`src/rtl/coproc_pkg.sv`:
```
// Shared coprocessor definitions: default geometry and loader state encoding.
package coproc_pkg;

  localparam int unsigned ADDR_W_DEF = 12;
  localparam int unsigned DATA_W_DEF = 8;
  localparam int unsigned IMG_W_DEF  = 64;
  localparam int unsigned IMG_H_DEF  = 64;

  typedef enum logic [1:0] {
    ST_IDLE   = 2'b00,
    ST_LOAD   = 2'b01,
    ST_COMMIT = 2'b10,
    ST_START  = 2'b11
  } loader_state_e;

endpackage

```
`src/rtl/image_ram_loader_if.sv`:
```
// Pixel-stream handshake plus RAM write port seen by the image loader.
interface image_ram_loader_if
  import coproc_pkg::*;
#(
  parameter int unsigned ADDR_W = ADDR_W_DEF,
  parameter int unsigned DATA_W = DATA_W_DEF
);

  logic [DATA_W-1:0] pix_data;
  logic              pix_valid;
  logic              pix_ready;
  logic [ADDR_W-1:0] ram_wraddress;
  logic [DATA_W-1:0] ram_data;
  logic              ram_wren;

  modport slave (
    input  pix_data, pix_valid,
    output pix_ready, ram_wraddress, ram_data, ram_wren
  );

  modport master (
    output pix_data, pix_valid,
    input  pix_ready, ram_wraddress, ram_data, ram_wren
  );

endinterface

```
`src/rtl/loader_addr_gen.sv`:
```
// Base latch, pixel counter, write address (mod 2^ADDR_W), wrap and last-pixel detect.
module loader_addr_gen
  import coproc_pkg::*;
#(
  parameter int unsigned ADDR_W = ADDR_W_DEF,
  parameter int unsigned IMG_W  = IMG_W_DEF,
  parameter int unsigned IMG_H  = IMG_H_DEF
) (
  input  logic              clk_i,
  input  logic              rst_i,
  input  logic              load_i,
  input  logic              beat_i,
  input  logic [ADDR_W-1:0] base_i,
  output logic [ADDR_W-1:0] addr_o,
  output logic              wrap_o,
  output logic              last_o
);

  localparam logic [ADDR_W:0] LAST_CNT = (ADDR_W+1)'(IMG_W * IMG_H - 1);

  logic [ADDR_W-1:0] base_q;
  logic [ADDR_W:0]   count_q;
  logic [ADDR_W+1:0] sum_w;

  always_ff @(posedge clk_i or posedge rst_i) begin
    if (rst_i) begin
      base_q  <= '0;
      count_q <= '0;
    end else if (load_i) begin
      base_q  <= base_i;
      count_q <= '0;
    end else if (beat_i) begin
      count_q <= count_q + 1'b1;
    end
  end

  // Two guard bits: any carry out of the low ADDR_W bits means the address wrapped.
  assign sum_w  = {2'b00, base_q} + {1'b0, count_q};
  assign addr_o = sum_w[ADDR_W-1:0];
  assign wrap_o = |sum_w[ADDR_W+1:ADDR_W];
  assign last_o = (count_q == LAST_CNT);

endmodule

```
`src/rtl/image_ram_loader.sv`:
```
// Image RAM writer: streams IMG_W*IMG_H pixels to RAM, then pulses clk_start.
// Optional LOADER_CHECKSUM_EN adds a 16-bit running sum of accepted pixels.
module image_ram_loader
  import coproc_pkg::*;
#(
  parameter int unsigned ADDR_W = ADDR_W_DEF,
  parameter int unsigned DATA_W = DATA_W_DEF,
  parameter int unsigned IMG_W  = IMG_W_DEF,
  parameter int unsigned IMG_H  = IMG_H_DEF
) (
  input  logic              clk_50M,
  input  logic              reset,
  input  logic              load_req,
  input  logic [ADDR_W-1:0] base_addr,
  image_ram_loader_if.slave bus,
  output logic              clk_start,
  output logic              busy,
  output logic              wrap_flag
`ifdef LOADER_CHECKSUM_EN
  ,
  output logic [15:0]       checksum
`endif
);

  loader_state_e     state_q;
  logic              pix_ready_q;
  logic              ram_wren_q;
  logic [ADDR_W-1:0] ram_addr_q;
  logic [DATA_W-1:0] ram_data_q;
  logic              clk_start_q;
  logic              busy_q;
  logic              wrap_q;

  logic              accept;
  logic              beat;
  logic [ADDR_W-1:0] gen_addr;
  logic              gen_wrap;
  logic              gen_last;

  assign accept = (state_q == ST_IDLE) && load_req;
  assign beat   = bus.pix_valid && pix_ready_q;

  loader_addr_gen #(
    .ADDR_W (ADDR_W),
    .IMG_W  (IMG_W),
    .IMG_H  (IMG_H)
  ) u_addr_gen (
    .clk_i  (clk_50M),
    .rst_i  (reset),
    .load_i (accept),
    .beat_i (beat),
    .base_i (base_addr),
    .addr_o (gen_addr),
    .wrap_o (gen_wrap),
    .last_o (gen_last)
  );

  always_ff @(posedge clk_50M or posedge reset) begin
    if (reset) begin
      state_q     <= ST_IDLE;
      pix_ready_q <= 1'b0;
      ram_wren_q  <= 1'b0;
      ram_addr_q  <= '0;
      ram_data_q  <= '0;
      clk_start_q <= 1'b0;
      busy_q      <= 1'b0;
      wrap_q      <= 1'b0;
    end else begin
      ram_wren_q  <= 1'b0;
      clk_start_q <= 1'b0;
      if (beat) begin
        ram_wren_q <= 1'b1;
        ram_addr_q <= gen_addr;
        ram_data_q <= bus.pix_data;
        if (gen_wrap) wrap_q <= 1'b1;
      end
      case (state_q)
        ST_IDLE: begin
          if (load_req) begin
            state_q     <= ST_LOAD;
            pix_ready_q <= 1'b1;
            busy_q      <= 1'b1;
            wrap_q      <= 1'b0;
          end
        end
        ST_LOAD: begin
          if (beat && gen_last) begin
            state_q     <= ST_COMMIT;
            pix_ready_q <= 1'b0;
          end
        end
        ST_COMMIT: begin
          state_q     <= ST_START;
          clk_start_q <= 1'b1;
        end
        ST_START: begin
          state_q <= ST_IDLE;
          busy_q  <= 1'b0;
        end
      endcase
    end
  end

`ifdef LOADER_CHECKSUM_EN
  logic [15:0] checksum_q;

  always_ff @(posedge clk_50M or posedge reset) begin
    if (reset) begin
      checksum_q <= '0;
    end else if (accept) begin
      checksum_q <= '0;
    end else if (beat) begin
      checksum_q <= checksum_q + 16'(bus.pix_data);
    end
  end

  assign checksum = checksum_q;
`endif

  assign bus.pix_ready     = pix_ready_q;
  assign bus.ram_wren      = ram_wren_q;
  assign bus.ram_wraddress = ram_addr_q;
  assign bus.ram_data      = ram_data_q;
  assign clk_start         = clk_start_q;
  assign busy              = busy_q;
  assign wrap_flag         = wrap_q;

endmodule

```
`src/flat_wrapper.sv`:
```
// flat-port wrapper written by rule: the top's interface ports become plain ports
module image_ram_loader_flat import coproc_pkg::*;
#(
  parameter int unsigned ADDR_W = ADDR_W_DEF,
  parameter int unsigned DATA_W = DATA_W_DEF,
  parameter int unsigned IMG_W  = IMG_W_DEF,
  parameter int unsigned IMG_H  = IMG_H_DEF
)
  (clk_50M, reset, load_req, base_addr, clk_start, busy, wrap_flag, bus_pix_data, bus_pix_valid, bus_pix_ready, bus_ram_wraddress, bus_ram_data, bus_ram_wren);
  image_ram_loader_if #(.ADDR_W(ADDR_W), .DATA_W(DATA_W)) bus_i ();
  input  logic clk_50M;
  input  logic reset;
  input  logic load_req;
  input  logic [ADDR_W-1:0] base_addr;
  output logic clk_start;
  output logic busy;
  output logic wrap_flag;
  input wire logic [$bits(bus_i.pix_data)-1:0] bus_pix_data;
  input wire logic [$bits(bus_i.pix_valid)-1:0] bus_pix_valid;
  output wire logic [$bits(bus_i.pix_ready)-1:0] bus_pix_ready;
  output wire logic [$bits(bus_i.ram_wraddress)-1:0] bus_ram_wraddress;
  output wire logic [$bits(bus_i.ram_data)-1:0] bus_ram_data;
  output wire logic [$bits(bus_i.ram_wren)-1:0] bus_ram_wren;
  assign bus_i.pix_data = bus_pix_data;
  assign bus_i.pix_valid = bus_pix_valid;
  assign bus_pix_ready = bus_i.pix_ready;
  assign bus_ram_wraddress = bus_i.ram_wraddress;
  assign bus_ram_data = bus_i.ram_data;
  assign bus_ram_wren = bus_i.ram_wren;
  image_ram_loader #(.ADDR_W(ADDR_W), .DATA_W(DATA_W), .IMG_W(IMG_W), .IMG_H(IMG_H)) u_core (.clk_50M(clk_50M), .reset(reset), .load_req(load_req), .base_addr(base_addr), .bus(bus_i), .clk_start(clk_start), .busy(busy), .wrap_flag(wrap_flag));
endmodule
```
`config.mk`:
```
export PLATFORM = sky130hd
export DESIGN_NAME = image_ram_loader_flat
export DESIGN_NICKNAME = d
export VERILOG_FILES = /design/src/rtl/coproc_pkg.sv /design/src/rtl/image_ram_loader_if.sv /design/src/rtl/loader_addr_gen.sv /design/src/rtl/image_ram_loader.sv /design/src/flat_wrapper.sv
export SDC_FILE = /design/constraint.sdc
export NUM_CORES = 1
export LEC_CHECK = 0
export CORE_ASPECT_RATIO = 2
export CORE_MARGIN = 5
export CORE_UTILIZATION = 50
export CTS_CLUSTER_DIAMETER = 200
export DETAILED_ROUTE_END_ITERATION = 8
export DONT_BUFFER_PORTS = 1
export PLACE_DENSITY_LB_ADDON = 0.15
export SYNTH_ARGS = -nofsm -noshare
export SYNTH_HDL_FRONTEND = slang
export SYNTH_SLANG_ARGS = --single-unit
```
`constraint.sdc`:
```
create_clock -name clk_50M -period 6.15 [get_ports clk_50M]
set_input_delay 1.23 -clock clk_50M [delete_from_list [all_inputs] [get_ports clk_50M]]
set_output_delay 1.23 -clock clk_50M [all_outputs]
set_load 0.02 [all_outputs]
```
==> results of run 1 <==
==> cell usage after synthesis, types with 3 or more instances <==
library cell   n  area (µm²)
nand2_1       85         319
nor2_1        21        78.8
xnor2_1        6        52.6
o21ai_0       18        90.1
a21o_1         5        37.5
a21oi_1        6        30.0
clkbuf_1       8        30.0
dfrtp_1       52        1300
nor3_1         7        35.0
a31oi_1        3        18.8
inv_1         15        56.3
ha_1          17         213
xor2_1         8        70.1
a211oi_1       8        60.1
or3_1          3        18.8
nand3_1        7        35.0
o21a_1         4        30.0
nor3b_1        3        22.5
nor4b_1        3        26.3
==> flip-flops by register name, indices dropped and copies added (netlist names) <==
signal	cells
u_core.clk_start	1
u_core.u_addr_gen.base_q	12
u_core.bus.ram_wraddress	12
u_core.wrap_flag	1
u_core.state_q	2
u_core.bus.pix_ready	1
u_core.u_addr_gen.count_q	13
u_core.bus.ram_data	8
u_core.bus.ram_wren	1
u_core.busy	1
==> cell families after synthesis <==
kind of cell	after synthesis
AOI/OAI and AO/OA	58
adders and majority gates	18
xor gates and xnor gates	14
buffers and inverters	26
and+or+nand+nor	144
muxes	2
DFF	52
==> worst max-delay path: cells and delay by family <==
kind / cells / cell delay [ps]
buffers and inverters: 2 / 720
AND/OR/NAND/NOR: 3 / 230
AO/OA/AOI/OAI: 2 / 670
==> cell type report <==
cell class / count / area, µm² / area share [%]
inverters: 15 / 56.3 / 1.85
multi-input cells: 236 / 1450 / 47.6
clock inverters: 3 / 25.0 / 0.824
repair buffers: 1 / 7.51 / 0.247
clock buffers: 5 / 125 / 4.12
flip-flops and latches: 52 / 1300 / 42.8
well taps: 61 / 76.3 / 2.51
==> power groups by stage <==
stage	Sequential (mW)	Combinational [mW]	Clock, mW
after CTS	0.591	0.404	0.290
after floorplan	0.570	0.327	0
after global routing	0.604	0.464	0.304
after global placement	0.594	0.384	0
after detailed placement	0.597	0.400	0
final	0.589	0.398	0.281
==> worst min path at each step <==
| stage | depth (start not counted) | endpoint | from |
|---|---|---|---|
| floorplan | 2 | u_core.u_addr_gen.base_q[0]$_DFFE_PP0P_ | u_core.u_addr_gen.base_q[0]$_DFFE_PP0P_ |
| global placement | 2 | u_core.u_addr_gen.base_q[0]$_DFFE_PP0P_ | u_core.u_addr_gen.base_q[0]$_DFFE_PP0P_ |
| finish | 2 | u_core.u_addr_gen.base_q[2]$_DFFE_PP0P_ | u_core.u_addr_gen.base_q[2]$_DFFE_PP0P_ |
| detailed placement | 2 | u_core.u_addr_gen.base_q[2]$_DFFE_PP0P_ | u_core.u_addr_gen.base_q[2]$_DFFE_PP0P_ |
| CTS | 2 | u_core.u_addr_gen.base_q[2]$_DFFE_PP0P_ | u_core.u_addr_gen.base_q[2]$_DFFE_PP0P_ |
| global route | 2 | u_core.u_addr_gen.base_q[6]$_DFFE_PP0P_ | u_core.u_addr_gen.base_q[6]$_DFFE_PP0P_ |
==> metal layers <==
layer	global-route usage, %	vias up	wire length, µm
met5	0	-	0
met4	7.49	0	120
met3	3.37	8	215
met2	28.8	43	3060
met1	20.5	992	2520
li1	-	1069	-
==> metrics by stage <==
stage | std cells | instance area, µm² | setup WS (ps)
4_1_cts | 373 | 3040 | 3440
2_1_floorplan | 314 | 2850 | 3600
6_report | 373 | 3040 | 3430
3_5_place_dp | 365 | 2890 | 3130
3_3_place_gp | 365 | 2890 | 3230
5_1_grt | 373 | 3040 | 3290
==> out/qor.txt, run 1 <==
fin crit share = 44.2%
relative max-transition margin = 29.5%
Num CTS Buffers = 5
Worst setup endpoint = u_core.wrap_flag$_DFF_PP0_
setup TNS = 0 ps
crit start category = input pin
VDD IR max = 345 µV
Post-Synth Simple-Gate Area = 23.6%
outcome = complete, no violations
post-synthesis register bit count = 52
Syn. warnings = 0
vias in the first global route = 2127
fillcell total = 481
sw frac = 39.9%
commonest non-fill, non-tap cells in the layout = 85 x nand2_1, 52 x dfrtp_1, 21 x nor2_1, 18 x o21ai_0, 17 x ha_1
gate count after technology mapping = 314
H-tree Lvls = 2
Area Overhead vs Synth = 6.68%
WHS = 491 ps
Worst EP required = 6310 ps
antenna violation net count after detailed routing = 0
Leak = 1.44 nW
Max FO, Critical Path = 36
Fmax = 368 MHz
Max Cap Viol = 0
Adder-Cell Fraction of Synth Area = 8.17%
Final Max Tran Viols = 0
Clock Path Buffers = 2
Cell Area, Synth = 2850 µm²
Worst path slowest cell = inv_1
Finished Core Util = 54.1%
async set-reset flop share out of synthesis = 100%
I/O pins = 49
CP Cell Sequence = nand2_1, buf_4, inv_1, o2111ai_1, nor4b_1, o41ai_1, nand3_1
ratio of cells with drive above 1 in the final layout = 5.13%
Compound-Gate Fraction of Synth Area = 13.9%
initial antenna violation count = 0
unrepaired setup endpoints after global routing = false
Setup CP Type = in2reg
CTS tree = done
Fin. Hold Viols = 0
Core ar. = 5610 µm²
Reg2Reg Launch Point = u_core.bus.pix_ready$_DFFE_PP0P_
post-route DRC violation count = 0
Avg WL per Cell = 15.8 µm
Clk pwr share = 22.2%
FP Rows = 39
worst r2r dst = u_core.wrap_flag$_DFF_PP0_
Worst-path clk slew = 70 ps
CP peak stage delay = 400 ps
internal power = 0.761 mW
clk sinks = 52
# nets final = 353
overall power = 1.27 mW
initial core utilization = 50.7%
vias per inst = 5.66
Post-CTS Resized = 0
Final setup viols = 0
syn avg cell area = 9.07 µm²
crit path DAT = 2880 ps
Worst-Skew Late Latency = 300 ps
Post CTS Setup Buffer Count = 0
total global routing track utilization = 16.9%
via count = 2112
Final HPWL DP = 4430 µm
GP Congestion = 0.805
final wirelength = 5910 µm
ys flop type = dfrtp_1
Worst-Margin Slew = 1060 ps
first-pass GRT wire length = 9990 µm
Flop pwr share = 46.4%
flop-to-flop setup slack = 3770 ps
largest net degree at the start of global routing = 53
crit end category = flip-flop
Root Driver = clkbuf_16
main combinational cell family by area after synthesis = simple AND/OR/NAND/NOR gates
mux cell area share after synthesis = 0.747%
number of flops mapped to enable cells by yosys = 0
Layout Skew = 7.06 ps
distinct cell type count after synthesis = 50
Die Ht = 117 µm
class of the worst hold path = reg2reg
DR pass1 iterations = 4
xor/xnor share of the synthesized area = 4.31%
combinational share of power = 31.4%
antenna cells = 0
die width = 63.4 µm
Port Buf Inserts = 0
initial detailed-routing violation count = 96
total global routing overflow = 0
Period minus WS final = 2720 ps
NetSw = 0.507 mW
most common cell after layout, fill and taps aside = nand2_1
full die area = 7400 µm²
worst reg2reg path depth = 7
sequential share of the synthesized area = 45.7%
Syn Nets = 356
hold_buf cts = 0
Critical Path Start = bus_pix_valid
Pwr Density = 417 nW/µm²
(Power assumes the default switching activity.)
==> inputs of run 2 (changes only) <==
==> constraint.sdc (replaced) <==
create_clock -name clk_50M -period 2.6 [get_ports clk_50M]
set_input_delay 0.52 -clock clk_50M [delete_from_list [all_inputs] [get_ports clk_50M]]
set_output_delay 0.52 -clock clk_50M [all_outputs]
set_load 0.02 [all_outputs]
==> run 2 against run 1 <==
Effect of this change:
- critical path type is now reg2reg
- worst setup slack lost 3000 ps
- register-to-register slack got worse by 3300 ps
- largest power group unchanged
- cell count grew 1.1%
- utilization grew 1.0 points
- critical endpoint unchanged
- sequential share of layout area shrank 0.78 points
- worst hold slack got worse by 330 ps
- sequential cell count unchanged
==> out/qor.txt, run 2 (synthesis results as in run 1) <==
outcome = complete, no violations
vias in the first global route = 2090 (-1.7%)
Fmax = 462 MHz
setup TNS = 0 ps (unchanged)
Final setup viols = 0 (unchanged)
total global routing overflow = 0 (unchanged)
CTS tree = done
ratio of cells with drive above 1 in the final layout = 6.01% (+0.88 points)
final wirelength = 5890 µm (-0.41%)
crit path DAT = 2400 ps (-480 ps)
Avg WL per Cell = 15.6 µm (-1.5%)
I/O pins = 49 (unchanged)
die width = 63.4 µm (unchanged)
Fin. Hold Viols = 0 (unchanged)
FP Rows = 39 (unchanged)
commonest non-fill, non-tap cells in the layout = 85 x nand2_1, 52 x dfrtp_1, 21 x nor2_1, 18 x o21ai_0, 17 x ha_1
DR pass1 iterations = 4 (unchanged)
Max Cap Viol = 0 (unchanged)
largest net degree at the start of global routing = 36 (-32%)
VDD IR max = 892 µV (+160%)
Worst-path clk slew = 70 ps (about the same)
initial detailed-routing violation count = 86 (-10%)
Final Max Tran Viols = 0 (unchanged)
Pwr Density = 992 nW/µm² (+140%)
fin crit share = 83.3%
Post CTS Setup Buffer Count = 0 (unchanged)
Layout Skew = 4.34 ps (-2.72 ps)
Post-CTS Resized = 0 (unchanged)
Clock Path Buffers = 2 (unchanged)
Num CTS Buffers = 5 (unchanged)
clk sinks = 52 (unchanged)
full die area = 7400 µm² (unchanged)
initial core utilization = 50.7% (unchanged)
H-tree Lvls = 2 (unchanged)
Max FO, Critical Path = 6 (-83%)
Worst-Skew Late Latency = 290 ps (about the same)
overall power = 3.07 mW (+140%)
relative max-transition margin = 62.4% (+33 points)
Core ar. = 5610 µm² (unchanged)
# nets final = 357 (+1.1%)
first-pass GRT wire length = 10000 µm (about the same)
Die Ht = 117 µm (unchanged)
Worst-Margin Slew = 563 ps (-493 ps)
Leak = 1.48 nW (+2.3%)
antenna cells = 0 (unchanged)
post-route DRC violation count = 0 (unchanged)
GP Congestion = 0.836 (+3.9%)
antenna violation net count after detailed routing = 0 (unchanged)
Period minus WS final = 2170 ps
placed instance count = 369 (+1.1%)
class of the worst hold path = in2async
Final HPWL DP = 4470 µm (+0.98%)
total global routing track utilization = 17.0% (+0.040 points)
crit start category = flip-flop
most common cell after layout, fill and taps aside = nand2_1
vias per inst = 5.68 (+0.25%)
Worst EP required = 2830 ps (-3480 ps)
unrepaired setup endpoints after global routing = false
crit end category = flip-flop
hold_buf cts = 0 (unchanged)
Root Driver = clkbuf_16
Largest register FFs = 13 (unchanged)
Port Buf Inserts = 0 (unchanged)
non-filler cells, final = 377 (+1.1%)
Setup CP Type = reg2reg
initial antenna violation count = 0 (unchanged)
Most flops, register = u_core.u_addr_gen.count_q
via count = 2140 (+1.3%)
Area Overhead vs Synth = 8.66%
run 2: cell count changes in the layout (fill, tap and decap cells not counted):
| cell | previous run | this run |
|---|---|---|
| clkinvlp_4 | 1 | 0 |
| buf_4 | 1 | 4 |
| clkinv_2 | 0 | 1 |
| buf_12 | 0 | 1 |
| inv_6 | 2 | 0 |
| clkbuf_1 | 0 | 1 |
| bufinv_16 | 0 | 1 |
run 2: path summary, 6_finish.rpt:
kind | startpoint | endpoint | slack [ps] | cells past startpoint
worst min register to register | u_core.u_addr_gen.base_q[0]$_DFFE_PP0P_ | u_core.u_addr_gen.base_q[0]$_DFFE_PP0P_ | 480 | 2
worst max-delay path | u_core.u_addr_gen.count_q[0]$_DFFE_PP0P_ | u_core.wrap_flag$_DFF_PP0_ | 430 | 8
min in group clk_50M | base_addr[3] | u_core.u_addr_gen.base_q[3]$_DFFE_PP0P_ | 330 | 2
worst min-delay path | reset | u_core.bus.ram_data[1]$_DFFE_PP0P_ | 160 | 1
max in group asynchronous | reset | u_core.u_addr_gen.count_q[12]$_DFFE_PP0P_ | 1900 | 2
worst max register to register | u_core.u_addr_gen.count_q[0]$_DFFE_PP0P_ | u_core.wrap_flag$_DFF_PP0_ | 430 | 8
run 2: area by class of cell:
type	instances	area, µm²
clock buffer	6	129
clock inverter	2	35.0
fill	525	2520
inverter	15	56.3
multi-input combinational	236	1450
sequential	52	1300
tap	61	76.3
timing repair buffer	5	50.0
run 2: worst max-delay path, stage by stage (launching register included):
cell and delay, ps:
dfrtp_1 440, ha_1 250, inv_1 80, fa_1 200
nor2b_1 80, o31ai_2 290, a211oi_1 140, or4_1 530
nand3_1 100
run 2: layer usage:
layer / GRT usage (%) / wire length (µm) / vias up
met5: 0 / 0 / -
met4: 6.80 / 127 / 0
met3: 4.04 / 274 / 8
met2: 29.5 / 3020 / 46
met1: 19.9 / 2470 / 1008
li1: - / - / 1078
run 2: metrics by stage:
| stage | setup slack, ps | hold slack (ps) | instance area, µm² | utilization [%] |
|---|---|---|---|---|
| 2_1_floorplan | 661 | 452 | 2850 | - |
| 3_5_place_dp | 477 | 475 | 2930 | 52.2 |
| 5_1_grt | 274 | 203 | 3090 | 55.1 |
| 3_3_place_gp | 532 | 482 | 2930 | 52.2 |
| 4_1_cts | 454 | 171 | 3090 | 55.1 |
| 6_report | 434 | 159 | 3090 | 55.1 |
run 2: power breakdown:
group,total (mW),leakage (nW),switching [mW],internal [mW]
logic,0.958,0.741,0.561,0.397
registers,1.38,0.656,0.326,1.06
clock network,0.728,0.0808,0.275,0.453
total,3.07,1.48,1.16,1.91
==> edit 1, RTL diff (settings of run 2) <==
Set the package constant `DATA_W_DEF` to 6 (it was 8).
--- a/src/rtl/coproc_pkg.sv
+++ b/src/rtl/coproc_pkg.sv
@@ -2,7 +2,7 @@
 package coproc_pkg;
 
   localparam int unsigned ADDR_W_DEF = 12;
-  localparam int unsigned DATA_W_DEF = 8;
+  localparam int unsigned DATA_W_DEF = 6;
   localparam int unsigned IMG_W_DEF  = 64;
   localparam int unsigned IMG_H_DEF  = 64;
 
Interface: changed (resized bus_pix_data and bus_ram_data); port bits go from 49 to 45. No check against the original RTL was run, so the function may have changed too.
==> edit 1 against run 2 <==
- worst setup slack got worse by 190 ps
- critical path type unchanged
- die area fell by 3.6%
- critical path depth grew 1
- design area shrank 6.4%
- total power shrank 8.4%
- wire length grew 3.3%
- cell count down 5.0%
- non-clock buffer count is 1 lower
- count of clock-buffer cells in the layout is the same
- synthesized area shrank 4.1%
- sequential cell count shrank 2
- sequential share of layout area up 1.1 points
==> edit 1: results (changes against run 2) <==
{
  "outcome": {
    "status": "finished, final reports clean"
  },
  "setup_path": {
    "crit_family": "compound AO/OA/AOI/OAI gates",
    "reg2reg_to": "u_core.bus.ram_wraddress[10]",
    "cell_count_of_the_worst_reg_to_reg_path": {"value": 9, "change": "+1"},
    "crit_path_max_incr_delay": {"value": 440, "unit": "ps", "change": "-90 ps"}
  },
  "power": {
    "worst_ir_drop_vdd": {"value": 0.0008188, "unit": "V", "change": "-8.3%"},
    "total_leakage_power": {"value": 1.424, "unit": "nW", "change": "-3.7%"},
    "clkPwrFrac": {"value": 17.0, "unit": "%", "change": "-6.7 points"},
    "power.density": {"value": 970.8, "unit": "mW/mm^2", "change": "-2.1%"}
  },
  "grt": {
    "grt_use_total": {"value": 18.36, "unit": "%", "change": "+1.4 points"},
    "met3_usage": {"value": 5.108, "unit": "%", "change": "+1.1 points"},
    "grt_max_degree": {"value": 32, "change": "-11%"},
    "grt_pass1_wl": {"value": 10320, "unit": "um", "change": "+3.2%"},
    "first_global_vias": {"value": 2149, "change": "+2.8%"}
  },
  "cts": {
    "clock_insertion_delay_at_the_later_pin_of_the_skew_report": {"value": 320, "unit": "ps", "change": "+30 ps"},
    "cts_root_buf": "sky130_fd_sc_hd__clkbuf_8"
  },
  "route": {
    "drt-initial-drc-count": {"value": 78, "change": "-9.3%"},
    "detailroute.wirelength.met2": {"value": 3256, "unit": "um", "change": "+7.9%"},
    "drt-vias-per-instance": {"value": 5.721, "change": "+0.78%"},
    "wl_met1": {"value": 2284, "unit": "um", "change": "-7.5%"},
    "drt-total-wl": {"value": 6080, "unit": "um", "change": "+3.3%"}
  },
  "synthesis": {
    "post_synth_fa_ha_maj_area_fraction": {"value": 8.524, "unit": "%", "change": "+0.35 points"},
    "netlist_top_cells_count": "sky130_fd_sc_hd__nand2_1 (83), sky130_fd_sc_hd__dfrtp_1 (50), sky130_fd_sc_hd__nor2_1 (18)",
    "synth_area_leaders": "sky130_fd_sc_hd__dfrtp_1 (46%), sky130_fd_sc_hd__nand2_1 (11%), sky130_fd_sc_hd__ha_1 (7.8%)",
    "synth_cell_type_count": {"value": 43, "change": "-14%"},
    "synth-compound-area-share": {"value": 14.53, "unit": "%", "change": "+0.60 points"}
  },
  "placement": {
    "placement.cell_area": {"value": 0.002801, "unit": "mm^2", "change": "-4.4%"},
    "dp_hpwl": {"value": 4688, "unit": "um", "change": "+4.8%"}
  },
  "timing": {
    "clock_tree_skew_after_final_layout": {"value": 6.294, "unit": "ps", "change": "+1.952 ps"}
  }
}
## edit 1: cell type report
class                      count  area, um^2
fill                         502        2476
multi-input combinational    223        1396
sequential                    50        1251
clock buffer                   6       82.58
tap                           60       75.07
inverter                      13       48.80
timing repair buffer           4       30.03
clock inverter                 2       12.51
## edit 1: how the worst max path moves through the flow
stage / startpoint / endpoint / slack (ps)
2_1_floorplan: u_core.u_addr_gen.count_q[0] / u_core.bus.ram_wraddress[10] / 440
3_3_place_gp: u_core.u_addr_gen.count_q[0] / u_core.bus.ram_wraddress[10] / 360
3_5_place_dp: u_core.u_addr_gen.count_q[0] / u_core.bus.ram_wraddress[10] / 260
4_1_cts: u_core.u_addr_gen.count_q[0] / u_core.bus.ram_wraddress[10] / 240
5_1_grt: u_core.u_addr_gen.count_q[0] / u_core.bus.ram_wraddress[10] / 50
6_report: u_core.u_addr_gen.count_q[0] / u_core.bus.ram_wraddress[10] / 250
## edit 1: worst register-to-register path, cell delays in order, from the launching register on
cell and delay (ps):
sky130_fd_sc_hd__dfrtp_1 440, sky130_fd_sc_hd__ha_1 220, sky130_fd_sc_hd__inv_1 60, sky130_fd_sc_hd__fa_1 430, sky130_fd_sc_hd__nor2b_4 150, sky130_fd_sc_hd__o31a_4 150
sky130_fd_sc_hd__o311ai_2 100, sky130_fd_sc_hd__a2111oi_2 370, sky130_fd_sc_hd__nor3_1 80, sky130_fd_sc_hd__o31ai_1 240
## edit 1: per-stage QoR
stage / instances / util (%)
3_5_place_dp: 350 / 52.14
4_1_cts: 358 / 53.91
2_1_floorplan: 295 / -
6_report: 358 / 53.91
3_3_place_gp: 350 / 52.14
5_1_grt: 358 / 53.91
==> edit 2, RTL diff (flow settings as in run 2) <==
Without the edit above. Put one more register stage on the output `wrap_flag`, without a reset. The value now appears one clock later. The other outputs are not delayed to match.
--- a/src/rtl/image_ram_loader.sv
+++ b/src/rtl/image_ram_loader.sv
@@ -123,7 +123,9 @@
   assign bus.ram_data      = ram_data_q;
   assign clk_start         = clk_start_q;
   assign busy              = busy_q;
-  assign wrap_flag         = wrap_q;
+  always_ff @(posedge clk_50M) begin
+    wrap_flag <= wrap_q;
+  end
 
 endmodule
 
Check against the original RTL: not equivalent (a bounded check fails within 4 cycles, from zero or initial values and one cycle with reset high).
==> edit 2 against run 2 <==
- via count up 1.9%
- utilization down 0.43 points
- synthesized cell count up 0.32%
- sequential cell count up 1
- synthesized area up 0.70%
- total power down 1.1%
- cell count up 0.80%
- wire length up 5.5%
- worst setup slack worse by 14 ps
- critical path depth unchanged
- design area about the same
- combinational power up 1%
- critical endpoint is now u_core.wrap_q
==> edit 2: results (changes against run 2) <==
{
  "synthesis": {
    "synth_area_leaders": "sky130_fd_sc_hd__dfrtp_1 (45%), sky130_fd_sc_hd__nand2_1 (11%), sky130_fd_sc_hd__ha_1 (7.4%)",
    "asr_flop_ratio_synth": {"value": 98.11, "unit": "%", "change": "-1.9 points"},
    "postSynthNetCount": {"value": 357, "change": "+0.28%"},
    "synth_cell_type_count": {"value": 51, "change": "+2.0%"},
    "synth_sequential_area_ratio": {"value": 46.07, "unit": "%", "change": "+0.38 points"},
    "synthesis.area_per_instance": {"value": 9.104, "unit": "um^2", "change": "+0.38%"}
  },
  "setup_path": {
    "beginning_of_the_worst_register_to_register_path": "u_core.u_addr_gen.count_q[0]",
    "crit_family": "simple AND/OR/NAND/NOR gates",
    "reg2reg_to": "u_core.wrap_q",
    "crit_path_max_incr_delay": {"value": 510, "unit": "ps", "change": "-20 ps"},
    "crit_path_arrival_time_ps": 2410
  },
  "placement": {
    "place.detailed.instances": {"value": 372, "change": "+0.81%"},
    "dp_hpwl": {"value": 4684, "unit": "um", "change": "+4.7%"},
    "gpl.final_weighted_congestion": {"value": 0.8581, "change": "+2.7%"},
    "placement.cell_area": {"value": 0.002953, "unit": "mm^2", "change": "+0.77%"},
    "dpl_worst_slack": {"value": 438.5, "unit": "ps", "change": "-38.72 ps"}
  },
  "finish": {
    "fin_nets": {"value": 360, "change": "+0.84%"},
    "diodes": {"value": 0, "change": "unchanged"},
    "largest_register_ffs": {"value": 13, "change": "unchanged"},
    "final_cell_count_no_fill": {"value": 380, "change": "+0.80%"},
    "drive_above_1_share": {"value": 6.583, "unit": "%", "change": "+0.57 points"}
  },
  "timing": {
    "worst_hold_slack": {"value": 41.87, "unit": "ps", "change": "-117.3 ps"},
    "clock_tree_skew_after_final_layout": {"value": 3.335, "unit": "ps", "change": "-1.007 ps"},
    "maxSlewHeadroom": {"value": 75.50, "unit": "%", "change": "+13 points"}
  },
  "route": {
    "drt-total-wl": {"value": 6209, "unit": "um", "change": "+5.5%"},
    "vias": {"value": 2181, "change": "+1.9%"},
    "firstDrtPassIters": {"value": 5, "change": "+1"}
  },
  "cts": {
    "cts_repair_resize_count": {"value": 0, "change": "unchanged"},
    "clockBufferDepth": {"value": 2, "change": "unchanged"},
    "post_cts_buffers": {"value": 0, "change": "unchanged"}
  },
  "outcome": {
    "status": "finished, final reports clean"
  },
  "power": {
    "worst_ir_drop_vdd": {"value": 0.0007997, "unit": "V", "change": "-10%"},
    "total_leakage_power": {"value": 1.474, "unit": "nW", "change": "-0.28%"}
  },
  "grt": {
    "first_global_vias": {"value": 2293, "change": "+9.7%"},
    "grt_pass1_wl": {"value": 10850, "unit": "um", "change": "+8.6%"},
    "grt_use_total": {"value": 18.23, "unit": "%", "change": "+1.3 points"}
  },
  "hold_path": {
    "worst_hold_path_type": "input pin to asynchronous set/reset pin"
  }
}
[edit 2: changes by cell type after synthesis]
cell                      delta
sky130_fd_sc_hd__dfxtp_1     +1
[edit 2: area by class of cell]
class | count | area, um^2
Fill cell | 517 | 2564
Multi-Input combinational cell | 236 | 1446
Sequential cell | 53 | 1321
Clock buffer | 6 | 128.9
Tap cell | 61 | 76.32
Inverter | 15 | 56.30
Timing Repair Buffer | 7 | 52.55
Clock inverter | 2 | 15.01
[edit 2: metal layers]
metal	global-route usage (%)	routed length [um]	vias to the layer above
met5	0	0	-
met2	33.58	3303	50
li1	-	-	1090
met4	6.103	106	0
met1	20.24	2469	1035
met3	4.394	329	6
[edit 2: where the power goes]
part / switching [W] / internal (W)
Sequential: 0.000339 / 0.00107
Clock: 0.000297 / 0.000358
Combinational: 0.000568 / 0.000401
Total: 0.00120 / 0.00183
[edit 2: worst max-delay path by stage]
stage                                to                    startpoint  depth (start not counted)  slack (ps)
after global routing      u_core.wrap_q  u_core.u_addr_gen.count_q[0]                          8         240
after detailed placement  u_core.wrap_q  u_core.u_addr_gen.count_q[0]                          8         440
after CTS                 u_core.wrap_q  u_core.u_addr_gen.count_q[0]                          8         410
after floorplan           u_core.wrap_q  u_core.u_addr_gen.count_q[0]                          8         660
final                     u_core.wrap_q  u_core.u_addr_gen.count_q[0]                          8         420
after global placement    u_core.wrap_q  u_core.u_addr_gen.count_q[0]                          8         490
[edit 2: stage by stage]
stage / total power [W] / utilization (%)
finish: 0.003034 / 54.71
global route: 0.003295 / 54.71
CTS: 0.003076 / 54.71
detailed placement: 0.002411 / 52.17
global placement: 0.002376 / 52.17
floorplan: 0.002138 / -
[edit 2: cells by family (layout without fill, tap and decap cells)]
group           after synthesis  count (layout)  share of synthesized area [%]
xor+xnor                     14              14                          4.276
mux                           2               2                         0.7417
simple gates                144             144                          23.47
compound gates               58              58                          13.83
buf+inv                      26              30                          3.490
flops                        53              53                          46.07
fa+ha+maj                    18              18                          8.115
